**config.mk**
```make
export PLATFORM = sky130hd
export DESIGN_NAME = score_display_ctrl
export DESIGN_NICKNAME = d
export VERILOG_FILES = /design/src/rtl/score_display_ctrl.sv
export SDC_FILE = /design/constraint.sdc
export NUM_CORES = 1
export LEC_CHECK = 0
export CORE_MARGIN = 1.5
export CORE_UTILIZATION = 56
export DETAILED_ROUTE_END_ITERATION = 16
export GPL_ROUTABILITY_DRIVEN = 0
export PLACE_DENSITY = 0.81
export SLEW_MARGIN = 30
export SYNTH_ARGS = -nofsm -noshare
export SYNTH_HDL_FRONTEND = slang
export SYNTH_SLANG_ARGS = --single-unit
```
**constraint.sdc**
```tcl
create_clock -name clk -period 4.4 [get_ports clk]
set_input_delay 0.88 -clock clk [delete_from_list [all_inputs] [get_ports clk]]
set_output_delay 0.88 -clock clk [all_outputs]
set_load 0.02 [all_outputs]
```
**src/rtl/score_display_ctrl.sv**
```systemverilog
// Score panel sequencer: clamps a binary score, extracts decimal digits by repeated
// power-of-ten subtraction and streams glyph rows to the frame buffer.
// Optional build macro SCORE_LEADING_ZERO_BLANK_EN blanks leading zero digits.
//
// state   | meaning
// S_IDLE  | ready for a new score
// S_LOAD  | clamp captured score, clear digit counters
// S_DIV   | one subtract-or-store decision per cycle
// S_WRITE | one glyph row written per cycle
// S_DONE  | one-cycle done pulse
module score_display_ctrl #(
  parameter int NUM_DIGITS = 2,
  parameter int ROWS       = 5,
  parameter int ADDR_W     = 4
) (
  input  logic              clk,
  input  logic              reset,
  input  logic              score_valid,
  input  logic [31:0]       score,
  output logic              score_ready,
  output logic [3:0]        glyph_digit,
  output logic [2:0]        glyph_row_sel,
  input  logic [2:0]        glyph_bits,
  output logic              fb_we,
  output logic [ADDR_W-1:0] fb_addr,
  output logic [2:0]        fb_data,
  output logic              busy,
  output logic              done
);

  function automatic logic [31:0] pow10(input int e);
    logic [31:0] p;
    p = 32'd1;
    for (int i = 0; i < e; i++) p = p * 32'd10;
    return p;
  endfunction

  function automatic logic [31:0] pow_at(input int i);
    return (i < NUM_DIGITS) ? pow10(NUM_DIGITS - 1 - i) : 32'd1;
  endfunction

  localparam logic [31:0] POW_TBL [4] = '{pow_at(0), pow_at(1), pow_at(2), pow_at(3)};
  localparam logic [31:0] MAX_SCORE   = pow10(NUM_DIGITS) - 32'd1;
  localparam logic [1:0]  LAST_DI     = 2'(NUM_DIGITS - 1);
  localparam logic [2:0]  LAST_ROW    = 3'(ROWS - 1);

  typedef enum logic [2:0] {S_IDLE, S_LOAD, S_DIV, S_WRITE, S_DONE} state_t;

  state_t      state;
  logic [31:0] rem;
  logic [3:0]  cnt;
  logic [1:0]  di;
  logic [2:0]  row;
  logic [3:0]  digit [4];
  logic [2:0]  fb_data_q;
  logic [2:0]  wr_bits;

`ifdef SCORE_LEADING_ZERO_BLANK_EN
  logic lead_zero;
  // The least significant digit is never blanked, so zero still shows "0".
  always_comb begin
    lead_zero = (di != LAST_DI);
    for (int i = 0; i < 4; i++)
      if (i <= int'(di) && digit[i] != 4'd0) lead_zero = 1'b0;
  end
  assign wr_bits = lead_zero ? 3'b000 : glyph_bits;
`else
  assign wr_bits = glyph_bits;
`endif

  // ROM output passes straight through while writing; last written row is held otherwise.
  assign fb_data = (state == S_WRITE) ? wr_bits : fb_data_q;

  always_ff @(posedge clk) begin
    if (reset) begin
      state         <= S_IDLE;
      score_ready   <= 1'b1;
      busy          <= 1'b0;
      done          <= 1'b0;
      fb_we         <= 1'b0;
      fb_addr       <= '0;
      fb_data_q     <= '0;
      glyph_digit   <= '0;
      glyph_row_sel <= '0;
      rem           <= '0;
      cnt           <= '0;
      di            <= '0;
      row           <= '0;
      for (int i = 0; i < 4; i++) digit[i] <= '0;
    end else begin
      case (state)
        S_IDLE: begin
          if (score_valid) begin
            rem         <= score;
            score_ready <= 1'b0;
            busy        <= 1'b1;
            state       <= S_LOAD;
          end
        end
        S_LOAD: begin
          rem   <= (rem > MAX_SCORE) ? MAX_SCORE : rem;
          di    <= '0;
          cnt   <= '0;
          state <= S_DIV;
        end
        S_DIV: begin
          if (rem >= POW_TBL[di]) begin
            rem <= rem - POW_TBL[di];
            cnt <= cnt + 4'd1;
          end else begin
            digit[di] <= cnt;
            cnt       <= '0;
            if (di == LAST_DI) begin
              // digit[0] is already stored unless it is the one being stored now
              glyph_digit   <= (NUM_DIGITS == 1) ? cnt : digit[0];
              glyph_row_sel <= '0;
              fb_addr       <= '0;
              fb_we         <= 1'b1;
              di            <= '0;
              row           <= '0;
              state         <= S_WRITE;
            end else begin
              di <= di + 2'd1;
            end
          end
        end
        S_WRITE: begin
          fb_data_q <= wr_bits;
          if (row == LAST_ROW && di == LAST_DI) begin
            fb_we <= 1'b0;
            done  <= 1'b1;
            state <= S_DONE;
          end else begin
            fb_addr <= fb_addr + ADDR_W'(1);
            if (row == LAST_ROW) begin
              row           <= '0;
              di            <= di + 2'd1;
              glyph_row_sel <= '0;
              glyph_digit   <= digit[di + 2'd1];
            end else begin
              row           <= row + 3'd1;
              glyph_row_sel <= row + 3'd1;
            end
          end
        end
        S_DONE: begin
          done        <= 1'b0;
          busy        <= 1'b0;
          score_ready <= 1'b1;
          state       <= S_IDLE;
        end
        default: state <= S_IDLE;
      endcase
    end
  end

endmodule

```
==> impl_metrics.json <==
{
  "timing.final.max_slew_violations": 0,
  "top_ports": 56,
  "muxShareOfSynthArea_pct": 1.276,
  "timing.hold.worst_path_depth": 2,
  "yosys.area_share.adder_pct": 3.365,
  "drt-vias-per-instance": 6.372,
  "p_leak_nw": 1.862,
  "drt_iter0_drc": 296,
  "layout_common_cells": "nand2_1, a21oi_1, dfxtp_1, clkdlybuf4s50_1, nor2_1",
  "synth-seq-cells": 75,
  "cts_max_level": 3,
  "power_per_cell_area_nw_per_um2": 407.0,
  "synthFlopType": "dfxtp_1",
  "crit_fanout": 14,
  "post-dp-hpwl_um": 7870,
  "peakVddDrop_v": 0.0002168,
  "cts-buffers-inserted": 9,
  "tritoncts_num_sinks": 75,
  "min_delay_worst_endpoint": "glyph_digit[2]",
  "synth.yosys.seq_area_share_pct": 38.53,
  "syn_area_per_cell_um2": 8.168,
  "fin_worst_skew_ps": 8.494,
  "postSynthNetCount": 577,
  "groute.usage.overall_pct": 28.85,
  "placeableCoreArea_um2": 7370,
  "synthDistinctLibCells": 72,
  "finished_core_util_pct": 69.52,
  "place_worst_setup_slack_ps": 405.1,
  "layout.filler_cells": 616,
  "floorplan.die_area_um2": 8237,
  "synth_area_in_compound_gates_pct": 26.75,
  "die_h_um": 90.76,
  "grt_antenna_before_repair": 0,
  "synth_simple_gate_area_share_pct": 23.47,
  "rr_worst_depth": 11,
  "num_rows": 31,
  "synthToLayoutAreaGrowth_pct": 18.80,
  "route.final.wire_length_um": 11480,
  "status": "complete, no violations",
  "timing.reg2reg.setup_slack_ps": 370,
  "finalSetupTns_ps": 0,
  "report.final.setup_viol": 0,
  "worstPathArrival_ps": 4030,
  "worst_slew_margin_rel_pct": 49.86,
  "place.port_buffers": 55,
  "layout_worst_path_cycle_share_pct": 91.58,
  "cts_tree": "built",
  "die-width_um": 90.76,
  "report.final.hold_viol_count": 0,
  "maximum_number_of_pins_on_one_net_before_global_route_repair": 34,
  "hold_path_class": "flop to flop",
  "clock_latency_ps": 360,
  "critPathKind": "flop to flop",
  "ys.warnings.count": 0,
  "grt_setup_unrepaired": "false",
  "ctsHoldBuffers": 0,
  "cts_root_buffer": "clkbuf_8",
  "setup.worst_path.end_class": "flop",
  "insertedDiodeCount": 0,
  "synth_top_family_by_area": "compound AO/OA/AOI/OAI gates",
  "final_antenna_net_count": 0,
  "worst_min_delay_path_startpoint": "glyph_digit[2]",
  "drv.max_cap_violation_count": 0,
  "synth_edf_count": 16,
  "overflow": 0,
  "layout.cells.most_common": "nand2_1",
  "syn_inst": 528,
  "total_power_mw": 2.085,
  "wl_per_cell_um": 17.03,
  "start_util_pct": 58.52,
  "vias": 4295,
  "crit-reg2reg-launch": "di[0]",
  "postLayoutSetupSlackWorst_ps": 370.3,
  "finalNetCount": 619,
  "vias_in_the_first_global_route": 4179,
  "postCtsSetupRepairBufs": 0,
  "reg2reg_to": "digit[1][2]",
  "cts.reportedPaths.clkPinSlew_ps": 90,
  "clockBufferDepth": 2,
  "share_of_synthesized_registers_carrying_an_async_set_or_reset_pct": 0,
  "drive_above_1_share_pct": 9.043,
  "worstSetupStartpointType": "flop",
  "period_minus_slack_ps": 4030,
  "f_max_ghz": 0.2482,
  "drt_pre_antenna_iters": 5,
  "synth_xor_area_share_pct": 1.218,
  "worst_ep_required_time_ps": 4400,
  "grt_pass1_wl_um": 19390,
  "drc": 0,
  "synth.cell_area_um2": 4313,
  "worstMarginPinSlew_ps": 749.3
}
==> logic make-up (layout without fill, tap and decap cells) <==
group,Yosys count,count (layout)
DFF,75,75
xor gates and xnor gates,6,6
and+or+nand+nor,204,204
buffers and inverters,52,99
AOI/OAI and AO/OA,175,175
adders and majority gates,11,11
muxes,5,5
==> sequential cells by signal (all words and copies together) (netlist names) <==
register / cells
rem: 32
digit: 16
cnt: 4
fb_addr: 4
glyph_digit: 4
fb_data_q: 3
row: 3
state: 3
di: 2
busy: 1
done: 1
fb_we: 1
score_ready: 1
==> metrics by stage <==
| stage | std cells | cell area (um2) | hold slack [ps] |
|---|---|---|---|
| after floorplan | 528 | 4313 | 431.9 |
| after global placement | 658 | 4896 | 438.8 |
| after detailed placement | 658 | 4896 | 445.4 |
| after CTS | 674 | 5119 | 456.8 |
| after global routing | 674 | 5124 | 486.5 |
| final | 674 | 5124 | 457.2 |
==> worst max-delay path: stages, from the launching register on <==
cell	delay (ps)
dfxtp_1	640
inv_1	240
ha_1	280
inv_1	140
ha_1	240
inv_1	90
fa_1	410
o21a_1	240
nor3_2	210
and4_1	470
nand2_1	200
o21ai_0	510
==> power breakdown <==
group	total, mW	leakage, nW	switching, mW	internal, mW
clock network	0.604	0.110	0.281	0.323
registers	0.833	0.648	0.0735	0.760
logic	0.648	1.10	0.396	0.251
==> per-layer routing <==
metal / up-vias / wire length [um] / global-route usage, %
li1: 2040 / - / -
met1: 2029 / 4707 / 35.23
met3: 25 / 778 / 4.293
met4: 0 / 253 / 14.15
met5: - / 0 / 0
met2: 201 / 5736 / 49.31
==> final cells by class <==
class	instances	area (um2)	share of cell area [%]
multi-input cells	401	2424	47.30
flip-flops and latches	75	1662	32.43
repair buffers	66	628.1	12.26
clock buffers	9	123.9	2.418
well taps	99	123.9	2.418
clock inverters	7	98.84	1.929
inverters	17	63.81	1.245
==> cell usage after synthesis, drive strengths merged, types with 4 or more instances <==
| cell | instances | area (um2) |
|---|---|---|
| ha | 10 | 125.1 |
| a21oi | 59 | 295.3 |
| nand2 | 65 | 244.0 |
| a221oi | 5 | 43.79 |
| buf | 11 | 78.82 |
| o22ai | 5 | 31.28 |
| mux2 | 4 | 45.04 |
| edfxtp | 16 | 480.5 |
| nor4 | 11 | 83.83 |
| a211o | 5 | 43.79 |
| dfxtp | 59 | 1181 |
| clkbuf | 24 | 90.09 |
| a22o | 6 | 52.55 |
| o31ai | 4 | 30.03 |
| nor2b | 4 | 25.02 |
| nand4 | 6 | 43.79 |
| a31oi | 7 | 58.81 |
| a32o | 7 | 70.07 |
| inv | 17 | 63.81 |
| nor2 | 49 | 186.4 |
| nor3 | 26 | 140.1 |
| or2 | 4 | 25.02 |
| or3 | 4 | 25.02 |
| o21ai | 43 | 219.0 |
| a211oi | 4 | 35.03 |
| and2 | 4 | 25.02 |
| nand3 | 13 | 65.06 |
==> how the worst max path moves through the flow <==
| stage | startpoint | to | slack [ps] | cells after the start |
|---|---|---|---|---|
| global placement | di[0] | digit[0][0] | 670 | 11 |
| CTS | di[0] | digit[0][3] | 380 | 11 |
| global route | di[0] | digit[2][2] | 20 | 11 |
| detailed placement | di[0] | digit[0][0] | 410 | 11 |
| finish | di[0] | digit[1][2] | 370 | 11 |
| floorplan | di[1] | digit[0][0] | 1030 | 12 |
==> what timing repair did <==
action | 4_1_cts | 5_1_grt
setup endpoints to repair | 0 | 4
resized for setup | 0 | 1
hold endpoints to repair | 0 | 0
Power figures use the tool's default switching activity.
